### src/rtl/approx_add_err_sequencer_pkg.sv
// Shared types, default widths and the saturating-add helper for the
// approximate-adder error sequencer.
package approx_add_err_sequencer_pkg;

    localparam int WIDTH_DEF = 32;
    localparam int CNT_W_DEF = 32;
    localparam int ACC_W_DEF = 100;

    // Working width of sat_add; must cover ACC_W and the 2*WIDTH+2 square.
    localparam int SAT_W = 128;

    typedef enum logic [1:0] {
        IDLE  = 2'd0,
        RUN   = 2'd1,
        DRAIN = 2'd2,
        DONE  = 2'd3
    } state_t;

    // Adds two unsigned values and clamps the result to all-ones of width w.
    // The accumulator operand is already below the clamp; the increment may
    // exceed it (a wide square into a narrow accumulator) and still clamps.
    function automatic logic [SAT_W-1:0] sat_add(
        input logic [SAT_W-1:0] a,
        input logic [SAT_W-1:0] b,
        input int               w
    );
        logic [SAT_W:0]   sum;
        logic [SAT_W-1:0] lim;
        sum = {1'b0, a} + {1'b0, b};
        if (w >= SAT_W) begin
            lim = '1;
        end else begin
            lim = (SAT_W'(1) << w) - SAT_W'(1);
        end
        if (sum > {1'b0, lim}) begin
            sat_add = lim;
        end else begin
            sat_add = sum[SAT_W-1:0];
        end
    endfunction

endpackage

### src/rtl/approx_add_err_sequencer_if.sv
// Bundle of the operand stream, external adder link, result stream and
// statistics readout. The sequencer uses the slave side; the operand
// source / adder / readout environment uses the master side.
interface approx_add_err_sequencer_if
    import approx_add_err_sequencer_pkg::*;
#(
    parameter int WIDTH = WIDTH_DEF,
    parameter int CNT_W = CNT_W_DEF,
    parameter int ACC_W = ACC_W_DEF
) ();

    logic             start;
    logic [CNT_W-1:0] num_samples;
    logic             in_valid;
    logic             in_ready;
    logic [WIDTH-1:0] in_a;
    logic [WIDTH-1:0] in_b;
    logic [WIDTH-1:0] add_a;
    logic [WIDTH-1:0] add_b;
    logic [WIDTH:0]   add_sum;
    logic             out_valid;
    logic [WIDTH-1:0] out_a;
    logic [WIDTH-1:0] out_b;
    logic [WIDTH-1:0] out_appx;
    logic [WIDTH-1:0] out_accr;
    logic             busy;
    logic             done;
    logic [CNT_W-1:0] count;
    logic [WIDTH:0]   max_ae;
    logic [ACC_W-1:0] sae;
    logic [ACC_W-1:0] sse;

    modport slave (
        input  start, num_samples, in_valid, in_a, in_b, add_sum,
        output in_ready, add_a, add_b, out_valid, out_a, out_b,
               out_appx, out_accr, busy, done, count, max_ae, sae, sse
    );

    modport master (
        output start, num_samples, in_valid, in_a, in_b, add_sum,
        input  in_ready, add_a, add_b, out_valid, out_a, out_b,
               out_appx, out_accr, busy, done, count, max_ae, sae, sse
    );

endinterface

### src/rtl/approx_add_err_sequencer_err_accum.sv
// Error statistics for completed samples: absolute error, its square,
// saturating sums of both, running maximum and the sample count.
module approx_add_err_sequencer_err_accum
    import approx_add_err_sequencer_pkg::*;
#(
    parameter int WIDTH = WIDTH_DEF,
    parameter int CNT_W = CNT_W_DEF,
    parameter int ACC_W = ACC_W_DEF
) (
    input  logic             i_clk,
    input  logic             i_rst_n,
    input  logic             i_clear,
    input  logic             i_valid,
    input  logic [WIDTH-1:0] i_appx,
    input  logic [WIDTH-1:0] i_accr,
    output logic [CNT_W-1:0] o_count,
    output logic [WIDTH:0]   o_max_ae,
    output logic [ACC_W-1:0] o_sae,
    output logic [ACC_W-1:0] o_sse
);

    localparam int SQ_W = 2 * WIDTH + 2;

    logic [WIDTH:0]   w_err;
    logic [WIDTH:0]   w_ae;
    logic [SQ_W-1:0]  w_aeWide;
    logic [SQ_W-1:0]  w_aeSq;
    logic [ACC_W-1:0] w_saeNext;
    logic [ACC_W-1:0] w_sseNext;

    logic [CNT_W-1:0] r_count;
    logic [WIDTH:0]   r_maxAe;
    logic [ACC_W-1:0] r_sae;
    logic [ACC_W-1:0] r_sse;

    // Signed difference in one extra bit can never overflow, so its
    // magnitude always fits in WIDTH+1 unsigned bits.
    assign w_err     = {i_appx[WIDTH-1], i_appx} - {i_accr[WIDTH-1], i_accr};
    assign w_ae      = w_err[WIDTH] ? -w_err : w_err;
    assign w_aeWide  = {{(WIDTH + 1){1'b0}}, w_ae};
    assign w_aeSq    = w_aeWide * w_aeWide;
    assign w_saeNext = ACC_W'(sat_add(SAT_W'(r_sae), SAT_W'(w_ae), ACC_W));
    assign w_sseNext = ACC_W'(sat_add(SAT_W'(r_sse), SAT_W'(w_aeSq), ACC_W));

    // Statistics clear on a new batch and update once per completed sample.
    always_ff @(posedge i_clk or negedge i_rst_n) begin
        if (!i_rst_n) begin
            r_count <= '0;
            r_maxAe <= '0;
            r_sae   <= '0;
            r_sse   <= '0;
        end else if (i_clear) begin
            r_count <= '0;
            r_maxAe <= '0;
            r_sae   <= '0;
            r_sse   <= '0;
        end else if (i_valid) begin
            r_count <= r_count + CNT_W'(1);
            if (w_ae > r_maxAe) begin
                r_maxAe <= w_ae;
            end
            r_sae <= w_saeNext;
            r_sse <= w_sseNext;
        end
    end

    assign o_count  = r_count;
    assign o_max_ae = r_maxAe;
    assign o_sae    = r_sae;
    assign o_sse    = r_sse;

endmodule

### src/rtl/approx_add_err_sequencer.sv
// Batch sequencer: accepts operand pairs, drives them through the external
// approximate adder, pairs the result with the exact sum and streams both
// out while the error statistics accumulate.
module approx_add_err_sequencer
    import approx_add_err_sequencer_pkg::*;
#(
    parameter int WIDTH = WIDTH_DEF,
    parameter int CNT_W = CNT_W_DEF,
    parameter int ACC_W = ACC_W_DEF
) (
    input  logic                          i_clk,
    input  logic                          i_rst_n,
    approx_add_err_sequencer_if.slave     io_bus
);

    state_t           r_state;
    state_t           w_stateNext;
    logic [CNT_W-1:0] r_remaining;

    logic             w_startOk;
    logic             w_accept;
    logic             w_lastAccept;
    logic             w_inReady;
    logic             w_busy;
    logic             w_done;
    logic             w_unused_carry;

    logic             r_s1Valid;
    logic [WIDTH-1:0] r_s1A;
    logic [WIDTH-1:0] r_s1B;

    logic             r_s2Valid;
    logic [WIDTH-1:0] r_s2A;
    logic [WIDTH-1:0] r_s2B;
    logic [WIDTH-1:0] r_s2Appx;
    logic [WIDTH-1:0] r_s2Accr;

    // start is honoured only when no batch is in flight.
    assign w_startOk      = io_bus.start && ((r_state == IDLE) || (r_state == DONE));
    assign w_accept       = io_bus.in_valid && (r_state == RUN);
    assign w_lastAccept   = w_accept && (r_remaining == CNT_W'(1));
    assign w_unused_carry = io_bus.add_sum[WIDTH];

    // State register.
    always_ff @(posedge i_clk or negedge i_rst_n) begin
        if (!i_rst_n) begin
            r_state <= IDLE;
        end else begin
            r_state <= w_stateNext;
        end
    end

    // Pairs still to accept in the current batch.
    always_ff @(posedge i_clk or negedge i_rst_n) begin
        if (!i_rst_n) begin
            r_remaining <= '0;
        end else if (w_startOk) begin
            r_remaining <= io_bus.num_samples;
        end else if (w_accept) begin
            r_remaining <= r_remaining - CNT_W'(1);
        end
    end

    // Next state and the state-decoded handshake/status outputs.
    always_comb begin
        w_stateNext = r_state;
        w_inReady   = 1'b0;
        w_busy      = 1'b0;
        w_done      = 1'b0;
        case (r_state)
            IDLE: begin
                if (w_startOk) begin
                    w_stateNext = (io_bus.num_samples == '0) ? DONE : RUN;
                end
            end
            RUN: begin
                w_inReady = 1'b1;
                w_busy    = 1'b1;
                if (w_lastAccept) begin
                    w_stateNext = DRAIN;
                end
            end
            DRAIN: begin
                w_busy = 1'b1;
                if (r_s2Valid && !r_s1Valid) begin
                    w_stateNext = DONE;
                end
            end
            DONE: begin
                w_done = 1'b1;
                if (w_startOk) begin
                    w_stateNext = (io_bus.num_samples == '0) ? DONE : RUN;
                end else begin
                    w_stateNext = IDLE;
                end
            end
            default: begin
                w_stateNext = IDLE;
            end
        endcase
    end

    // Stage 1: accepted operands, held on the approximate adder inputs.
    always_ff @(posedge i_clk or negedge i_rst_n) begin
        if (!i_rst_n) begin
            r_s1Valid <= 1'b0;
            r_s1A     <= '0;
            r_s1B     <= '0;
        end else begin
            r_s1Valid <= w_accept;
            if (w_accept) begin
                r_s1A <= io_bus.in_a;
                r_s1B <= io_bus.in_b;
            end
        end
    end

    // Stage 2: approximate and exact sums captured side by side.
    always_ff @(posedge i_clk or negedge i_rst_n) begin
        if (!i_rst_n) begin
            r_s2Valid <= 1'b0;
            r_s2A     <= '0;
            r_s2B     <= '0;
            r_s2Appx  <= '0;
            r_s2Accr  <= '0;
        end else begin
            r_s2Valid <= r_s1Valid;
            if (r_s1Valid) begin
                r_s2A    <= r_s1A;
                r_s2B    <= r_s1B;
                r_s2Appx <= io_bus.add_sum[WIDTH-1:0];
                r_s2Accr <= r_s1A + r_s1B;
            end
        end
    end

    approx_add_err_sequencer_err_accum #(
        .WIDTH (WIDTH),
        .CNT_W (CNT_W),
        .ACC_W (ACC_W)
    ) u_errAccum (
        .i_clk    (i_clk),
        .i_rst_n  (i_rst_n),
        .i_clear  (w_startOk),
        .i_valid  (r_s2Valid),
        .i_appx   (r_s2Appx),
        .i_accr   (r_s2Accr),
        .o_count  (io_bus.count),
        .o_max_ae (io_bus.max_ae),
        .o_sae    (io_bus.sae),
        .o_sse    (io_bus.sse)
    );

    assign io_bus.in_ready  = w_inReady;
    assign io_bus.busy      = w_busy;
    assign io_bus.done      = w_done;
    assign io_bus.add_a     = r_s1A;
    assign io_bus.add_b     = r_s1B;
    assign io_bus.out_valid = r_s2Valid;
    assign io_bus.out_a     = r_s2A;
    assign io_bus.out_b     = r_s2B;
    assign io_bus.out_appx  = r_s2Appx;
    assign io_bus.out_accr  = r_s2Accr;

endmodule

### src/flat_wrapper.sv
// flat-port wrapper written by rule: the top's interface ports become plain ports
module approx_add_err_sequencer_flat import approx_add_err_sequencer_pkg::*;
#(
    parameter int WIDTH = WIDTH_DEF,
    parameter int CNT_W = CNT_W_DEF,
    parameter int ACC_W = ACC_W_DEF
)
  (i_clk, i_rst_n, io_bus_start, io_bus_num_samples, io_bus_in_valid, io_bus_in_a, io_bus_in_b, io_bus_add_sum, io_bus_in_ready, io_bus_add_a, io_bus_add_b, io_bus_out_valid, io_bus_out_a, io_bus_out_b, io_bus_out_appx, io_bus_out_accr, io_bus_busy, io_bus_done, io_bus_count, io_bus_max_ae, io_bus_sae, io_bus_sse);
  approx_add_err_sequencer_if #(.WIDTH(WIDTH), .CNT_W(CNT_W), .ACC_W(ACC_W)) io_bus_i ();
  input  logic i_clk;
  input  logic i_rst_n;
  input wire logic [$bits(io_bus_i.start)-1:0] io_bus_start;
  input wire logic [$bits(io_bus_i.num_samples)-1:0] io_bus_num_samples;
  input wire logic [$bits(io_bus_i.in_valid)-1:0] io_bus_in_valid;
  input wire logic [$bits(io_bus_i.in_a)-1:0] io_bus_in_a;
  input wire logic [$bits(io_bus_i.in_b)-1:0] io_bus_in_b;
  input wire logic [$bits(io_bus_i.add_sum)-1:0] io_bus_add_sum;
  output wire logic [$bits(io_bus_i.in_ready)-1:0] io_bus_in_ready;
  output wire logic [$bits(io_bus_i.add_a)-1:0] io_bus_add_a;
  output wire logic [$bits(io_bus_i.add_b)-1:0] io_bus_add_b;
  output wire logic [$bits(io_bus_i.out_valid)-1:0] io_bus_out_valid;
  output wire logic [$bits(io_bus_i.out_a)-1:0] io_bus_out_a;
  output wire logic [$bits(io_bus_i.out_b)-1:0] io_bus_out_b;
  output wire logic [$bits(io_bus_i.out_appx)-1:0] io_bus_out_appx;
  output wire logic [$bits(io_bus_i.out_accr)-1:0] io_bus_out_accr;
  output wire logic [$bits(io_bus_i.busy)-1:0] io_bus_busy;
  output wire logic [$bits(io_bus_i.done)-1:0] io_bus_done;
  output wire logic [$bits(io_bus_i.count)-1:0] io_bus_count;
  output wire logic [$bits(io_bus_i.max_ae)-1:0] io_bus_max_ae;
  output wire logic [$bits(io_bus_i.sae)-1:0] io_bus_sae;
  output wire logic [$bits(io_bus_i.sse)-1:0] io_bus_sse;
  assign io_bus_i.start = io_bus_start;
  assign io_bus_i.num_samples = io_bus_num_samples;
  assign io_bus_i.in_valid = io_bus_in_valid;
  assign io_bus_i.in_a = io_bus_in_a;
  assign io_bus_i.in_b = io_bus_in_b;
  assign io_bus_i.add_sum = io_bus_add_sum;
  assign io_bus_in_ready = io_bus_i.in_ready;
  assign io_bus_add_a = io_bus_i.add_a;
  assign io_bus_add_b = io_bus_i.add_b;
  assign io_bus_out_valid = io_bus_i.out_valid;
  assign io_bus_out_a = io_bus_i.out_a;
  assign io_bus_out_b = io_bus_i.out_b;
  assign io_bus_out_appx = io_bus_i.out_appx;
  assign io_bus_out_accr = io_bus_i.out_accr;
  assign io_bus_busy = io_bus_i.busy;
  assign io_bus_done = io_bus_i.done;
  assign io_bus_count = io_bus_i.count;
  assign io_bus_max_ae = io_bus_i.max_ae;
  assign io_bus_sae = io_bus_i.sae;
  assign io_bus_sse = io_bus_i.sse;
  approx_add_err_sequencer #(.WIDTH(WIDTH), .CNT_W(CNT_W), .ACC_W(ACC_W)) u_core (.i_clk(i_clk), .i_rst_n(i_rst_n), .io_bus(io_bus_i));
endmodule
### config.mk
export PLATFORM = sky130hd
export DESIGN_NAME = approx_add_err_sequencer_flat
export DESIGN_NICKNAME = d
export VERILOG_FILES = /design/src/rtl/approx_add_err_sequencer_pkg.sv /design/src/rtl/approx_add_err_sequencer_if.sv /design/src/rtl/approx_add_err_sequencer_err_accum.sv /design/src/rtl/approx_add_err_sequencer.sv /design/src/flat_wrapper.sv
export SDC_FILE = /design/constraint.sdc
export NUM_CORES = 2
export LEC_CHECK = 0
export CAP_MARGIN = 20
export CORE_UTILIZATION = 60
export DETAILED_ROUTE_END_ITERATION = 12
export DONT_BUFFER_PORTS = 1
export PLACE_DENSITY = 0.76
export SYNTH_ARGS = -nofsm -noshare
export SYNTH_HDL_FRONTEND = slang
export SYNTH_HIERARCHICAL = 1
export SYNTH_SLANG_ARGS = --single-unit
export TNS_END_PERCENT = 30
### constraint.sdc
create_clock -name i_clk -period 30 [get_ports i_clk]
set_input_delay 1.5 -clock i_clk [delete_from_list [all_inputs] [get_ports i_clk]]
set_output_delay 1.5 -clock i_clk [all_outputs]
set_load 0.005 [all_outputs]
Word level (Yosys, flattened, before mapping) --
Index checks and enable logic that the tools add are counted.
Word-level totals: word-level logic and storage cells 69, register bits 493
Cells by class: eq/ne operators 7, $lt $le $gt $ge 3, reductions and logical operators 14, $add $sub $neg 7, $mul 1, mux-type cells 23
Operators by type and width (count):
- two-way mux 100 bit | 6
- > comparator 101 x 100 -> 1 bit (second input constant) | 2
- two-way mux 33 bit | 4
- two-way mux 32 bit | 4
- adder 100 x 33 -> 101 bit | 1
- adder 100 x 66 -> 101 bit | 1
- multiplier 33 x 33 -> 66 bit | 1
- > comparator 33 bit | 1
- negator 33 bit | 1
- subtractor 32 x 32 -> 33 bit | 1
- adder 32 x 1 -> 32 bit (second input constant) | 1
- adder 32 bit | 1
- == test 32 x 1 -> 1 bit (second input constant) | 1
- logical NOT 32 bit | 1
- subtractor 32 x 1 -> 32 bit (second input constant) | 1
- two-way mux 2 bit | 5
- case mux 2 bit (4 select lines) | 1
- nonzero test 2 bit | 3
- == test 2 bit (second input constant) | 2
- logical AND 1 bit | 4
- inequality test 2 x 1 -> 1 bit (second input constant) | 2
- two-way mux 1 bit | 3
- AND reduction 3 bit | 1
- == test 2 x 1 -> 1 bit (second input constant) | 1
- 6 further kinds | 6

Logic depth before layout (Yosys ltp) --
depth after elaboration 9, mapped depth 50, depth with buffers taken out 45

Hierarchy --
Netlist, hierarchy kept.
Modules (own cells, without submodules):
- approx_add_err_sequencer_err_accum | instances 1, cells each 5792, area each 50671.1 um^2, sequential area each 6631.4 um^2
- approx_add_err_sequencer | instances 1, cells each 878, area each 10710.3 um^2, sequential area each 5705.5 um^2

Worst setup path after synthesis --
No wires, ideal clock.
path type register to register, from register u_core.r_s2Appx[0], in the netlist u_core/io_bus.out_appx[0], to register u_core.u_errAccum.r_sse[35], in the netlist u_core/u_errAccum/o_sse[35], setup slack 18.558 ns, required time 29.896 ns, period minus slack after synthesis 11.442 ns, cell stages (with the launch flop) 45, arrival time 11.338 ns, path through dfrtp_1 inv_1 ha_1 fa_1 nor2b_1 o2111a_1 o21ai_0 nand4_1 nand2_1 o31ai_2 a41oi_1 a31oi_2 buf_2 a21oi_1 xor2_1 clkbuf_1 nand2_1 fa_1 [... 9 more ...] inv_1 fa_1 inv_1 ha_1 clkbuf_1 nand2_1 or3_1 a2111oi_0 nor3_1 o31ai_1 a21oi_1 o211ai_1 and3b_1 clkbuf_1 nor2_1 clkbuf_1 buf_2 a221oi_1
Between the ends: word-level cells in the longest chain between the ends 9
RTL lines:
- start: declaration | RTL line approx_add_err_sequencer.sv:35 | logic [WIDTH-1:0] r_s2Appx;
- start signal: assignment | RTL line approx_add_err_sequencer.sv:131 | r_s2Appx <= io_bus.add_sum[WIDTH-1:0];
- subtractor 32 x 32 -> 33 bit (*) | RTL line approx_add_err_sequencer_err_accum.sv:38 | assign w_err = {i_appx[WIDTH-1], i_appx} - {i_accr[WIDTH-1], i_accr};
- negator 33 bit | RTL line approx_add_err_sequencer_err_accum.sv:39 | assign w_ae = w_err[WIDTH] ? -w_err : w_err;
- two-way mux 33 bit (*) | RTL line approx_add_err_sequencer_err_accum.sv:39
- multiplier 33 x 33 -> 66 bit (*) | RTL line approx_add_err_sequencer_err_accum.sv:41 | assign w_aeSq = w_aeWide * w_aeWide;
- adder 100 x 66 -> 101 bit (*) | RTL line approx_add_err_sequencer_pkg.sv:29 | sum = {1'b0, a} + {1'b0, b};
- > comparator 101 x 100 -> 1 bit | RTL line approx_add_err_sequencer_pkg.sv:35 | if (sum > {1'b0, lim}) begin
- two-way mux 100 bit (*) | RTL line approx_add_err_sequencer_pkg.sv:35
- two-way mux 100 bit (*) | RTL line approx_add_err_sequencer_err_accum.sv:57 | end else if (i_valid) begin
- two-way mux 100 bit (*) | RTL line approx_add_err_sequencer_err_accum.sv:52 | end else if (i_clear) begin
- end signal: assignment | RTL line approx_add_err_sequencer_err_accum.sv:63 | r_sse <= w_sseNext;
- end: declaration | RTL line approx_add_err_sequencer_err_accum.sv:34 | logic [ACC_W-1:0] r_sse;
Every way passes the cells marked *; elsewhere a longest branch is shown, timed or not. The select of a mux whose other input is x is not followed. A chain may end at the register's enable or synchronous reset.

Worst setup path after layout --
from register u_core.r_s2Accr[12], in the netlist u_core/io_bus.out_accr[12], to register u_core.u_errAccum.r_sse[33], in the netlist u_core/u_errAccum/o_sse[33]
Between the ends: word-level cells in the longest chain between the ends 9
RTL lines:
- start: declaration | RTL line approx_add_err_sequencer.sv:36 | logic [WIDTH-1:0] r_s2Accr;
- start signal: assignment | RTL line approx_add_err_sequencer.sv:132 | r_s2Accr <= r_s1A + r_s1B;
- subtractor 32 x 32 -> 33 bit (*) | RTL line approx_add_err_sequencer_err_accum.sv:38
- negator 33 bit | RTL line approx_add_err_sequencer_err_accum.sv:39
- two-way mux 33 bit (*) | RTL line approx_add_err_sequencer_err_accum.sv:39
- multiplier 33 x 33 -> 66 bit (*) | RTL line approx_add_err_sequencer_err_accum.sv:41
- adder 100 x 66 -> 101 bit (*) | RTL line approx_add_err_sequencer_pkg.sv:29
- > comparator 101 x 100 -> 1 bit | RTL line approx_add_err_sequencer_pkg.sv:35
- two-way mux 100 bit (*) | RTL line approx_add_err_sequencer_pkg.sv:35
- two-way mux 100 bit (*) | RTL line approx_add_err_sequencer_err_accum.sv:57
- two-way mux 100 bit (*) | RTL line approx_add_err_sequencer_err_accum.sv:52
Marked as above.

==> summary.txt <==
Run status
  – Status: finished, final reports clean

STA
  – Clk_skew: 0.0503 ns
  – Fin crit period: 15.21 ns
  – RSZ-0062 raised after global routing: no
  – Crit share post-route: 50.7%
  – Setup TNS: 0 ns
  – Worst-Margin Slew: 1.22 ns
  – Slew headroom: 17.8%
  – Final setup violation count: 0
  – Count of pins over their slew limit: 0
  – Max frequency: 65.8 MHz
  – Final hold vios: 0

CTS
  – Worst-path clk slew: 0.07 ns
  – CTS Hold Bufs: 0
  – CTS Buf Count: 58
  – Clk root buf: clkbuf_16
  – Clock Latency Late Sink: 0.71 ns
  – CTS Buffer Depth: 3
  – CTS tree: built
  – CTS H-tree depth: 2
  – Post-CTS sizing: 0
  – Post-CTS setup repair buffer count: 0
  – Clk sinks: 493

Logic synthesis
  – Post-synth EDFFs: 0
  – Synthesized area: 61400 um^2
  – Gate Count Post-Synth: 6670
  – Synthesized flop and latch total: 493
  – YS warnings: 6
  – Post-Synth Simple-Gate Area: 12.3%
  – Main combinational cell family by area after synthesis: adder cells
  – Avg Cell Area, Syn: 9.20 um^2
  – Post-synthesis adder-cell area fraction: 38.9%
  – Post-synthesis xor/xnor area fraction: 3.42%
  – Ys flop type: dfrtp_1
  – Post-synth cell types: 92
  – Synth Area in Compound Gates: 10.8%
  – Synth async-reset ratio: 100%
  – Sequential area share after synthesis: 20.1%
  – Mux share of post-synthesis cell area: 3.81%

Global routing
  – GR Util met2: 58.3%
  – Global Route met3 Usage: 13.2%
  – Pin count of the biggest net entering global routing: 494
  – Vias in the first global route: 50093
  – Total Routing Usage GR: 38.7%
  – Total grt overflow: 0
  – Initial antenna violation count: 5
  – Global-route wire length before repair: 301 mm
  – Met1 GRT Util: 48.9%
  – GRT busiest layer: met2

Layout
  – Final nets: 8030
  – Area Growth Syn to Fin: 6.20%
  – Final Non-Filler Cells: 7962
  – Commonest non-fill, non-tap cells in the layout: inv_1, fa_1, nor2_1
  – Most common cell after layout, fill and taps aside: inv_1
  – Final core area utilization: 64.7%
  – FILL cells: 8151
  – Layout cells sized above 1: 7.11%

Setup path
  – Worst path required time: 30.54 ns
  – R2R Path Start: u_core/io_bus.out_accr[12]$_DFFE_PN0P_
  – CP max FO: 27
  – Max stage delay on crit path: 0.80 ns
  – Critical path's most frequent cell: fa_1
  – Crit path capture type: register
  – Worst setup SP type: register
  – Critical Path Slowest Stage Cell: a31oi_2
  – Worst setup path startpoint: u_core/io_bus.out_accr[12]$_DFFE_PN0P_
  – Flop-to-flop setup slack: 14.79 ns
  – Kind of critical path: reg -> reg
  – Worst EP arrival: 15.75 ns

Floorplanning
  – Ports: 594
  – Die area: 104000 um^2
  – Die height: 322 um
  – Starting Density: 60.9%
  – Area of the core: 101000 um^2
  – FP Rows: 116
  – Die width: 322 um

Placement
  – # placed instances: 7843
  – Port bufs: 0
  – GPL Wtd Cong: 0.975
  – HPWL after DPL: 147 mm

Drt
  – Vias per inst: 6.11
  – DRC: 0
  – DRT iter0 DRCs: 4632
  – Routed Antenna Nets: 0
  – DR WL/cell: 24.8 um
  – Vias: 48612
  – Drt total wl: 198 mm
  – DRT Pass-1 Iters: 6

Hold path
  – Min-Delay Path Class: in -> async

Run
  – Max Cap Viol: 0
## sequential cells by signal, indices dropped and copies added, names as in the netlist
signal,flops
u_core/r_remaining,32
u_core/r_state,2
u_core/u_errAccum/o_sae,100
u_core/io_bus.add_b,32
u_core/io_bus.out_appx,32
u_core/io_bus.out_accr,32
u_core/io_bus.out_a,32
u_core/u_errAccum/o_count,32
u_core/io_bus.add_a,32
u_core/r_s1Valid,1
u_core/io_bus.out_b,32
u_core/u_errAccum/o_max_ae,33
u_core/u_errAccum/o_sse,100
u_core/io_bus.out_valid,1
## cells by family after synthesis
| kind of cell | count (synthesis) |
|---|---|
| AO/OA/AOI/OAI | 979 |
| XOR/XNOR | 237 |
| adder cells (fa/ha/maj) | 1346 |
| buffers and inverters | 1735 |
| flip-flops | 493 |
| multiplexers | 211 |
| other | 2 |
| AND/OR/NAND/NOR | 1667 |
## synth_stat cells (all sizes together) (23+ instances only)
library cell / number / area, um^2
xnor2: 139 / 1220
fa: 939 / 18800
clkbuf: 237 / 890
o21a: 29 / 218
a211oi: 71 / 533
and3: 65 / 407
and2: 38 / 238
nor4: 32 / 206
o21ai: 164 / 821
a31oi: 49 / 313
a21oi: 247 / 1240
inv: 1443 / 5420
dfrtp: 493 / 12300
o31ai: 23 / 210
nor3: 92 / 460
nand3: 104 / 521
ha: 407 / 5090
mux2i: 28 / 280
a21o: 131 / 983
buf: 48 / 238
a311oi: 86 / 753
nor2: 583 / 2190
o21bai: 33 / 248
nor2b: 26 / 163
xor2: 98 / 873
nand2: 545 / 2060
mux2: 183 / 2060
nand4: 83 / 526
## worst max-delay path: cells and delay by family, from the launching register on
| family | cells | cell delay (ns) |
|---|---|---|
| buffers and inverters | 12 | 2.92 |
| flip-flops | 1 | 0.51 |
| AND/OR/NAND/NOR | 10 | 2.70 |
| AO/OA/AOI/OAI | 10 | 3.76 |
| adder cells (fa/ha/maj) | 10 | 4.91 |
| XOR/XNOR | 1 | 0.14 |
## area by class of cell
cell class	count	area [um^2]	area share (%)
multi-input combinational	4465	42800	65.6
sequential	493	12300	18.9
inverter	1450	5440	8.35
tap	1357	1700	2.60
clock buffer	63	1520	2.33
timing repair buffer	83	726	1.11
clock inverter	45	649	0.996
antenna	6	15.0	0.0230
## layer usage
layer / routed length (um) / share of wire (%)
met3: 25600 / 13
met5: 23 / 0.012
met1: 72300 / 37
met4: 13500 / 6.8
met2: 86100 / 44
## worst paths after layout
check / to / cells after the start
setup / recovery: u_core/u_errAccum/o_sse[33]$_DFFE_PN0P_ / 43
hold / removal: u_core/io_bus.out_appx[3]$_DFFE_PN0P_ / 0
setup reg to reg: u_core/u_errAccum/o_sse[33]$_DFFE_PN0P_ / 43
hold reg to reg: u_core/io_bus.out_b[26]$_DFFE_PN0P_ / 1
max in group asynchronous: u_core/u_errAccum/o_sse[51]$_DFFE_PN0P_ / 2
min in group i_clk: u_core/io_bus.out_b[26]$_DFFE_PN0P_ / 1
## stage by stage
step	cell area (um^2)	setup WS [ns]	hold slack, ns
after floorplan	61500	18.56	0.352
after global placement	62900	15.38	0.523
after detailed placement	62900	15.24	0.521
after CTS	65100	15.20	0.505
after global routing	65200	14.33	0.498
final	65200	14.79	0.520
Power is left out: the tool's default activity adds up to more than one toggle a clock period on the data nets, which glitch-free logic cannot reach.
